--- src/rtl/bus_watch_unit.sv ---
// On-chip debug monitor: captures writes hitting address windows into a show-ahead trace FIFO
// and runs a PC-breakpoint trigger FSM (IDLE -> RUN_ON -> HALTED) that freezes capture.
module bus_watch_unit #(
    parameter int ADDR_W      = 32,
    parameter int DATA_W      = 32,
    parameter int WINDOWS     = 2,
    parameter int BKPTS       = 2,
    parameter int DEPTH       = 16,
    parameter int HOLD_CYCLES = 500
) (
    input  logic                      clk,
    input  logic                      rst_n,
    input  logic [ADDR_W-1:0]         bus_addr,
    input  logic [DATA_W-1:0]         bus_data,
    input  logic [DATA_W/8-1:0]       bus_mask,
    input  logic                      bus_wr,
    input  logic [ADDR_W-1:0]         cpu_pc,
    input  logic [WINDOWS*ADDR_W-1:0] win_base,
    input  logic [WINDOWS*ADDR_W-1:0] win_mask,
    input  logic [WINDOWS-1:0]        win_en,
    input  logic [BKPTS*ADDR_W-1:0]   bp_pc,
    input  logic [BKPTS-1:0]          bp_en,
    input  logic                      resume,
    output logic                      trc_valid,
    input  logic                      trc_ready,
    output logic [ADDR_W-1:0]         trc_pc,
    output logic [ADDR_W-1:0]         trc_addr,
    output logic [DATA_W-1:0]         trc_data,
    output logic [DATA_W/8-1:0]       trc_mask,
    output logic [2:0]                trc_win,
    output logic [31:0]               trc_time,
    output logic                      ovf,
    output logic [15:0]               drop_cnt,
    input  logic                      ovf_clr,
    output logic                      trig,
    output logic [2:0]                trig_id,
    output logic                      halt
);
    localparam int MW = DATA_W / 8;
    localparam int AW = $clog2(DEPTH);
    localparam int CW = (HOLD_CYCLES > 1) ? $clog2(HOLD_CYCLES + 1) : 1;

    typedef struct packed {
        logic [ADDR_W-1:0] pc;
        logic [ADDR_W-1:0] addr;
        logic [DATA_W-1:0] data;
        logic [MW-1:0]     mask;
        logic [2:0]        win;
        logic [31:0]       ts;
    } entry_t;

    typedef enum logic [1:0] {IDLE, RUN_ON, HALTED} state_t;

    logic [31:0] ts_q;
    logic        wr_q;
    entry_t      mem_q [DEPTH];
    logic [AW:0] wptr_q, rptr_q;
    logic        ovf_q, ovf_d;
    logic [15:0] drop_q, drop_d;
    state_t      state_q, state_d;
    logic [CW-1:0] cnt_q, cnt_d;
    logic [2:0]  tid_q, tid_d;
    logic        guard_q, guard_d;

    logic        win_hit, bp_hit;
    logic [2:0]  win_idx, bp_idx;
    logic [ADDR_W-1:0] guard_pc;
    logic        empty, full, pop, cap, push, drop;
    entry_t      head;

    // Descending scan so the lowest matching index is the one left standing.
    always_comb begin
        win_hit = 1'b0;
        win_idx = '0;
        for (int i = WINDOWS - 1; i >= 0; i--) begin
            if (win_en[i] && (((bus_addr ^ win_base[i*ADDR_W +: ADDR_W]) & win_mask[i*ADDR_W +: ADDR_W]) == '0)) begin
                win_hit = 1'b1;
                win_idx = 3'(i);
            end
        end
    end

    // The last-fired breakpoint is masked after resume until the PC leaves it.
    always_comb begin
        bp_hit   = 1'b0;
        bp_idx   = '0;
        guard_pc = '0;
        for (int j = BKPTS - 1; j >= 0; j--) begin
            if (tid_q == 3'(j))
                guard_pc = bp_pc[j*ADDR_W +: ADDR_W];
            if (bp_en[j] && (cpu_pc == bp_pc[j*ADDR_W +: ADDR_W]) && !(guard_q && (tid_q == 3'(j)))) begin
                bp_hit = 1'b1;
                bp_idx = 3'(j);
            end
        end
    end

    assign empty = (wptr_q == rptr_q);
    assign full  = (wptr_q[AW] != rptr_q[AW]) && (wptr_q[AW-1:0] == rptr_q[AW-1:0]);
    assign pop   = !empty && trc_ready;
    assign cap   = bus_wr && !wr_q && (state_q != HALTED) && win_hit;
    assign push  = cap && (!full || pop);
    assign drop  = cap && full && !pop;

    always_comb begin
        ovf_d  = ovf_q;
        drop_d = drop_q;
        if (ovf_clr) begin
            ovf_d  = 1'b0;
            drop_d = '0;
        end
        if (drop) begin
            ovf_d  = 1'b1;
            drop_d = ovf_clr ? 16'd1 : ((drop_q == 16'hFFFF) ? drop_q : drop_q + 16'd1);
        end
    end

    always_comb begin
        state_d = state_q;
        cnt_d   = cnt_q;
        tid_d   = tid_q;
        guard_d = guard_q;
        if (guard_q && (cpu_pc != guard_pc))
            guard_d = 1'b0;
        case (state_q)
            IDLE: begin
                if (bp_hit) begin
                    tid_d   = bp_idx;
                    cnt_d   = CW'(HOLD_CYCLES);
                    guard_d = 1'b0;
                    state_d = (HOLD_CYCLES == 0) ? HALTED : RUN_ON;
                end
            end
            RUN_ON: begin
                if (cnt_q <= CW'(1))
                    state_d = HALTED;
                else
                    cnt_d = cnt_q - CW'(1);
            end
            HALTED: begin
                if (resume) begin
                    state_d = IDLE;
                    guard_d = 1'b1;
                end
            end
            default: state_d = IDLE;
        endcase
    end

    always_ff @(posedge clk) begin
        if (!rst_n) begin
            ts_q    <= '0;
            wr_q    <= 1'b0;
            wptr_q  <= '0;
            rptr_q  <= '0;
            ovf_q   <= 1'b0;
            drop_q  <= '0;
            state_q <= IDLE;
            cnt_q   <= '0;
            tid_q   <= '0;
            guard_q <= 1'b0;
        end else begin
            ts_q    <= ts_q + 32'd1;
            wr_q    <= bus_wr;
            if (push) wptr_q <= wptr_q + 1'b1;
            if (pop)  rptr_q <= rptr_q + 1'b1;
            ovf_q   <= ovf_d;
            drop_q  <= drop_d;
            state_q <= state_d;
            cnt_q   <= cnt_d;
            tid_q   <= tid_d;
            guard_q <= guard_d;
        end
    end

    always_ff @(posedge clk) begin
        if (push)
            mem_q[wptr_q[AW-1:0]] <= '{pc: cpu_pc, addr: bus_addr, data: bus_data,
                                       mask: bus_mask, win: win_idx, ts: ts_q};
    end

    // Head fields are gated so every output reads zero while the FIFO is empty.
    assign head      = mem_q[rptr_q[AW-1:0]];
    assign trc_valid = !empty;
    assign trc_pc    = trc_valid ? head.pc   : '0;
    assign trc_addr  = trc_valid ? head.addr : '0;
    assign trc_data  = trc_valid ? head.data : '0;
    assign trc_mask  = trc_valid ? head.mask : '0;
    assign trc_win   = trc_valid ? head.win  : '0;
    assign trc_time  = trc_valid ? head.ts   : '0;
    assign ovf       = ovf_q;
    assign drop_cnt  = drop_q;
    assign trig      = (state_q != IDLE);
    assign halt      = (state_q == HALTED);
    assign trig_id   = tid_q;
endmodule

--- config.mk ---
export PLATFORM = sky130hd
export DESIGN_NAME = bus_watch_unit
export DESIGN_NICKNAME = d
export VERILOG_FILES = /design/src/rtl/bus_watch_unit.sv
export SDC_FILE = /design/constraint.sdc
export NUM_CORES = 2
export LEC_CHECK = 0
export ABC_AREA = 1
export CAP_MARGIN = 20
export CORE_AREA = 2 2 361 363
export CTS_BUF_LIST = sky130_fd_sc_hd__clkbuf_8
export DETAILED_ROUTE_END_ITERATION = 10
export DIE_AREA = 0 0 363 365
export DONT_BUFFER_PORTS = 1
export PLACE_DENSITY = 0.89
export SLEW_MARGIN = 15
export SYNTH_ARGS = -nofsm -noshare
export SYNTH_HDL_FRONTEND = slang
export SYNTH_SLANG_ARGS = --single-unit
--- constraint.sdc ---
create_clock -name clk -period 15.77 [get_ports clk]
set_input_delay 3.154 -clock clk [delete_from_list [all_inputs] [get_ports clk]]
set_output_delay 3.154 -clock clk [all_outputs]
set_load 0.01 [all_outputs]
* Word-level counts from Yosys, hierarchy flattened *
Memory sizes are Yosys's and may differ from the RTL's. A register that Yosys moved wholly into a read port is not among the register bits.
Cells that the tools add are included.

word-level totals
  flip-flop bits (word level) = 75
  latch bits = 0
  memory bits (writable) = 2160
  bits in read-only memories = 0
  input bits = 302
  output and inout bits = 158
  logic and storage cells = 109
  memories kept = 1

operators by class
  add/sub/neg operators = 5
  multipliers = 0
  divide/modulo/power cells = 0
  order comparisons = 1
  eq/ne operators = 16
  shift-type cells = 0
  mux-type cells = 37
  bitwise operators = 4
  reductions and logical operators = 35

memory list
  memory  words  bits a word  read ports  clocked after memory_dff  write ports  line  text
  mem_q   16     135          1           1                         1            56    entry_t mem_q [DEPTH];

operator list
  cell                                                                    count
  32-bit two-way mux                                                      6
  32-bit bitwise AND                                                      2
  32-bit == test                                                          2
  32-bit logical NOT                                                      2
  16-bit two-way mux                                                      4
  32-bit XOR                                                              2
  32-bit by 1-bit adder with 32-bit output (second input constant)        1
  32-bit inequality test                                                  1
  9-bit two-way mux                                                       2
  9-bit case mux with 2 select lines                                      1
  1-bit logical AND                                                       17
  16-bit by 1-bit adder with 16-bit output (second input constant)        1
  16-bit == test (second input constant)                                  1
  1-bit two-way mux                                                       13
  4-bit two-way mux                                                       3
  2-bit inequality test (second input constant)                           6
  5-bit by 1-bit adder with 5-bit output (second input constant)          2
  9-bit by 1-bit <= comparator with 1-bit output (second input constant)  1
  3-bit two-way mux                                                       3
  9-bit by 1-bit subtractor with 9-bit output (second input constant)     1
  1-bit logical NOT                                                       6
  2-bit two-way mux                                                       3
  2-bit case mux with 3 select lines                                      1
  3-bit AND reduction                                                     2
  12 further kinds                                                        15

* Depth between registers and ports, before layout *
  depth after elaboration = 11
  gate-level depth with buffers = 15
  gate-level depth less buffers = 15

* Worst setup path before layout *
No wires, ideal clock.

  path type = in2reg
  from = in bus_addr[27]
  to = mem mem_q[0][0] (netlist bit), enable pin
  setup time = 0.627 ns
  data arrival time = 9.742 ns
  data required time = 15.143 ns
  setup slack = 5.401 ns
  cell stages on the path = 12
  buffers on the path = 0
  cell sequence = or2_1 > nand3_1 > nand2_1 > nor2_1 > nand2_1 > nor2_1 > nand3_1 > nand2_1 > nand3_2 > inv_2 > nand2_1 > nor2_1

between the ends
  longest elaborated chain between the ends = 10
  elaborated cells on any way between the ends = 14
  those cells by class = mux: 4; bitwise: 4; reduce/logical: 6

ends and longest elaborated chain
  what                                         line  text
  from (decl)                                  13    input logic [ADDR_W-1:0] bus_addr,
  32-bit XOR                                   76    if (win_en[i] && (((bus_addr ^ win_base[i*ADDR_W +: ADDR_W]) & win_mask[i*ADDR_W +: ADDR_W]) == '0)) begin
  32-bit bitwise AND                           76
  32-bit logical NOT                           76
  1-bit logical AND                            76
  1-bit two-way mux                            76
  1-bit two-way mux (*)                        76
  1-bit logical AND (*)                        101   assign cap = bus_wr && !wr_q && (state_q != HALTED) && win_hit;
  1-bit logical AND (*)                        102   assign push = cap && (!full || pop);
  1-bit two-way mux (*)                        177   if (push)
  1-bit two-way mux (implied by the code) (*)  178   mem_q[wptr_q[AW-1:0]] <= '{pc: cpu_pc, addr: bus_addr, data: bus_data,
  to (decl)                                    56

Mark *: on every way between the ends. The rest lies on a longest branch, timed or not.

==> flow_summary.yaml <==
die:
  core_sq_mm: 0.129
  floorplan.rows: 132
  initial_core_util_pct: 69.4
  ios: 460
  die_width_um: 363
  die_h_um: 365
  design.die.area_sq_mm: 0.132
yosys:
  yosysWarnings: 0
  synth_top_area_share_pct: 71.6
  ys_seq_area_share_pct: 73.3
  muxShareOfSynthArea_pct: 0
  synth_compound_area_share_pct: 13.5
  ys_ff_latch: 2205
  synth-adder-area-share_pct: 0.126
  synth_xor_area_share_pct: 0.579
  synth_top_family_by_area: "compound AO/OA/AOI/OAI gates"
  synthTopCellsByArea: "edfxtp_1, o21ai_0, nor2_1"
  synth.avg_cell_area_sq_um: 12.7
  synthCells: 7013
  yosysTopAreaCell: "edfxtp_1"
  yosys.area_share.simple_pct: 9.40
  synthesis.area_sq_mm: 0.0893
  yosysUniqueCellTypes: 52
power:
  p_per_area_mw_per_mm2: 117
  power.switching_mw: 2.55
  p_comb_share_pct: 4.7
  p_clk_share_pct: 38.7
  p_leak_nw: 32.0
  ir_drop_uv: 98.9
  internal_power_mw: 8.78
  p_sw_share_pct: 22.5
  seqPwrFrac_pct: 56.6
run:
  maxCapViolCount: 0
timing:
  drv_slew: 0
  relSlewSlack_pct: 1.53
  whs_ps: 479
  grt_setup_unrepaired: "false"
  period_share_pct: 56.3
  setup_viol: 0
  setup_tns_ps: 0
  max_freq_mhz: 113
  finalCriticalPeriod_ps: 8880
  tightest_slew_ps: 1480
  final.setup_skew_ps: 97.7
  finalHoldViolations: 0
hold_path:
  min_path_type: "reg2reg"
critical_path:
  crit_top_cell: "buf_4"
  endpoint_kind: "primary output"
  startpoint_type: "flip-flop"
  critPathBufInv: 3
  cp.arrival_ps: 5730
  cp.required_ps: 12620
  cpMaxStageDelayCell: "buf_4"
  path_cells: "inv_8 -> buf_4 -> buf_4 -> o21ai_0 -> o221ai_1 -> nand3_1 -> a21oi_1"
  path_class: "reg2out"
  crit_fanout: 143
  cp_top_family: "buffers and inverters"
  max_stage_delay_ps: 980
  r2r_slack_ps: 10920
drt:
  firstDrtPassIters: 7
  wl_per_cell_um: 27.3
  drc: 0
  ant_nets: 0
  vias: 62000
  drt_iter0_markers: 9489
  vias_per_cell: 6.96
  drt-total-wl_um: 243000
clock_network:
  cts_tree: "yes"
  cts-hold-fix-buffers: 0
  postCtsSetupRepairBufs: 0
  cts.clk_slew.worst_paths_ps: 60
  cts_buffers: 348
  htree_num_levels: 5
  cts.sinks: 2205
  cts_max_path_buffers: 4
  ctsResizeCount: 0
  insertion_delay_ps: 1070
  cts_root_buffer: "clkbuf_8"
global_route:
  grt_most_used_layer: "met2"
  antenna_found_initial: 4
  grt_max_degree: 280
  grt_pass1_vias: 60900
  met1_usage_pct: 46.3
  met2_usage_pct: 57.2
  grtUsageMet3_pct: 9.42
  grt_usage_pct: 36.2
  grt_pass1_wl_um: 360000
  grt-ovfl-total: 0
placement:
  hpwl_um: 124000
  gp_congestion: 0.940
  portBuffers: 0
status:
  outcome: "finished, final reports clean"
final_layout:
  finalNetCount: 7286
  drive_above_1_share_pct: 7.96
  synthToLayoutAreaGrowth_pct: 8.23
==> layout make-up <==
cell class | count | area, sq um
Fill cell | 7097 | 32000
Clock buffer | 363 | 5000
Sequential cell | 2205 | 65500
Antenna cell | 5 | 12.5
Tap cell | 1675 | 2100
Clock inverter | 238 | 1170
Timing Repair Buffer | 80 | 781
Inverter | 225 | 872
Multi-Input combinational cell | 4115 | 21200
==> routing by layer <==
metal / vias to the layer above / wire, um
met3: 984 / 34400
met5: - / 0
met1: 29500 / 80400
met4: 0 / 13500
met2: 5272 / 115000
li1: 26200 / -
==> logic make-up after synthesis <==
kind of cell	count (synthesis)
buf+inv	696
compound gates	1997
fa+ha+maj	9
other cells	1
simple gates	2046
flops	2205
xor+xnor	59
==> cell usage in the layout (no fill, tap or decap), types with 5 or more instances in the layout <==
cell type,instances
nand4_1,37
clkinv_1,82
ha_1,9
inv_1,312
edfxtp_1,2128
nor2_2,5
nor4_1,5
xnor2_1,23
nand3_1,247
clkinv_2,31
buf_12,8
nor3_1,20
o21ai_0,1088
clkbuf_8,363
or2_2,12
a21oi_1,181
o21a_1,6
nor2_1,1241
nand2_1,419
o21ai_1,29
dfxtp_1,73
o221ai_1,396
a211oi_1,8
clkinvlp_4,11
or2_1,12
inv_2,13
nor2_4,20
buf_4,68
bufinv_16,7
o211ai_1,136
xor2_1,36
o22ai_1,141
diode_2,5
==> cell usage after synthesis (all sizes together) <==
library cell / instances
conb: 1
a21oi: 184
dfxtp: 77
inv: 222
ha: 9
nor3b: 5
a31oi: 1
xor2: 36
nand3: 251
o21ai: 1117
o221ai: 396
nor3: 26
or3: 1
nor4: 5
nand4: 39
o211ai: 136
o31ai: 1
nor2: 1266
buf: 104
a211oi: 8
clkinv: 3
or2: 25
edfxtp: 2128
a221oi: 2
nand3b: 2
xnor2: 23
and3: 2
a22o: 1
nand2: 424
o2111ai: 4
clkbuf: 367
o21a: 6
o22ai: 141
==> path summary, 6_finish.rpt <==
| path | start | end | depth (start not counted) |
|---|---|---|---|
| setup / recovery | flip-flop | trc_addr[10] | 7 |
| hold / removal | rptr_q[4] | rptr_q[4] | 1 |
| setup reg to reg | state_q[1] | mem_q[2][59] | 10 |
| hold reg to reg | rptr_q[4] | rptr_q[4] | 1 |
==> worst register-to-register path, delay by kind of cell (launching register included) <==
family,cells,cell delay (ps)
flip-flops,1,310
AND/OR/NAND/NOR,5,1510
buffers and inverters,5,2620
==> sequential cells by signal, summed over array words and instances, names as in the netlist, named ones only <==
register,flops
trig_id,1
guard_q,1
wr_q,1
state_q,2
mem_q,2128
rptr_q,5
drop_cnt,16
ts_q,32
ovf,1
cnt_q,9
wptr_q,5
==> power by group through the flow <==
| stage | Sequential (mW) | Combinational, mW | Clock [mW] |
|---|---|---|---|
| 4_1_cts | 6.41 | 0.512 | 4.39 |
| 5_1_grt | 6.41 | 0.572 | 4.64 |
| 3_5_place_dp | 6.53 | 0.506 | 0 |
| 3_3_place_gp | 6.53 | 0.483 | 0 |
| 6_report | 6.41 | 0.531 | 4.39 |
| 2_1_floorplan | 6.53 | 0.375 | 0 |
==> metrics by stage <==
step	setup WS (ps)	cell area, sq um	instances	total power [mW]	util [%]
6_report	6890	96600	8906	11.3	75.1
5_1_grt	6790	96600	8905	11.6	75.1
3_3_place_gp	8060	90300	8296	7.02	70.2
2_1_floorplan	5400	89300	7016	6.90	-
3_5_place_dp	7990	90400	8297	7.04	70.2
4_1_cts	6860	96500	8898	11.3	75.0
Power figures use the tool's default switching activity.
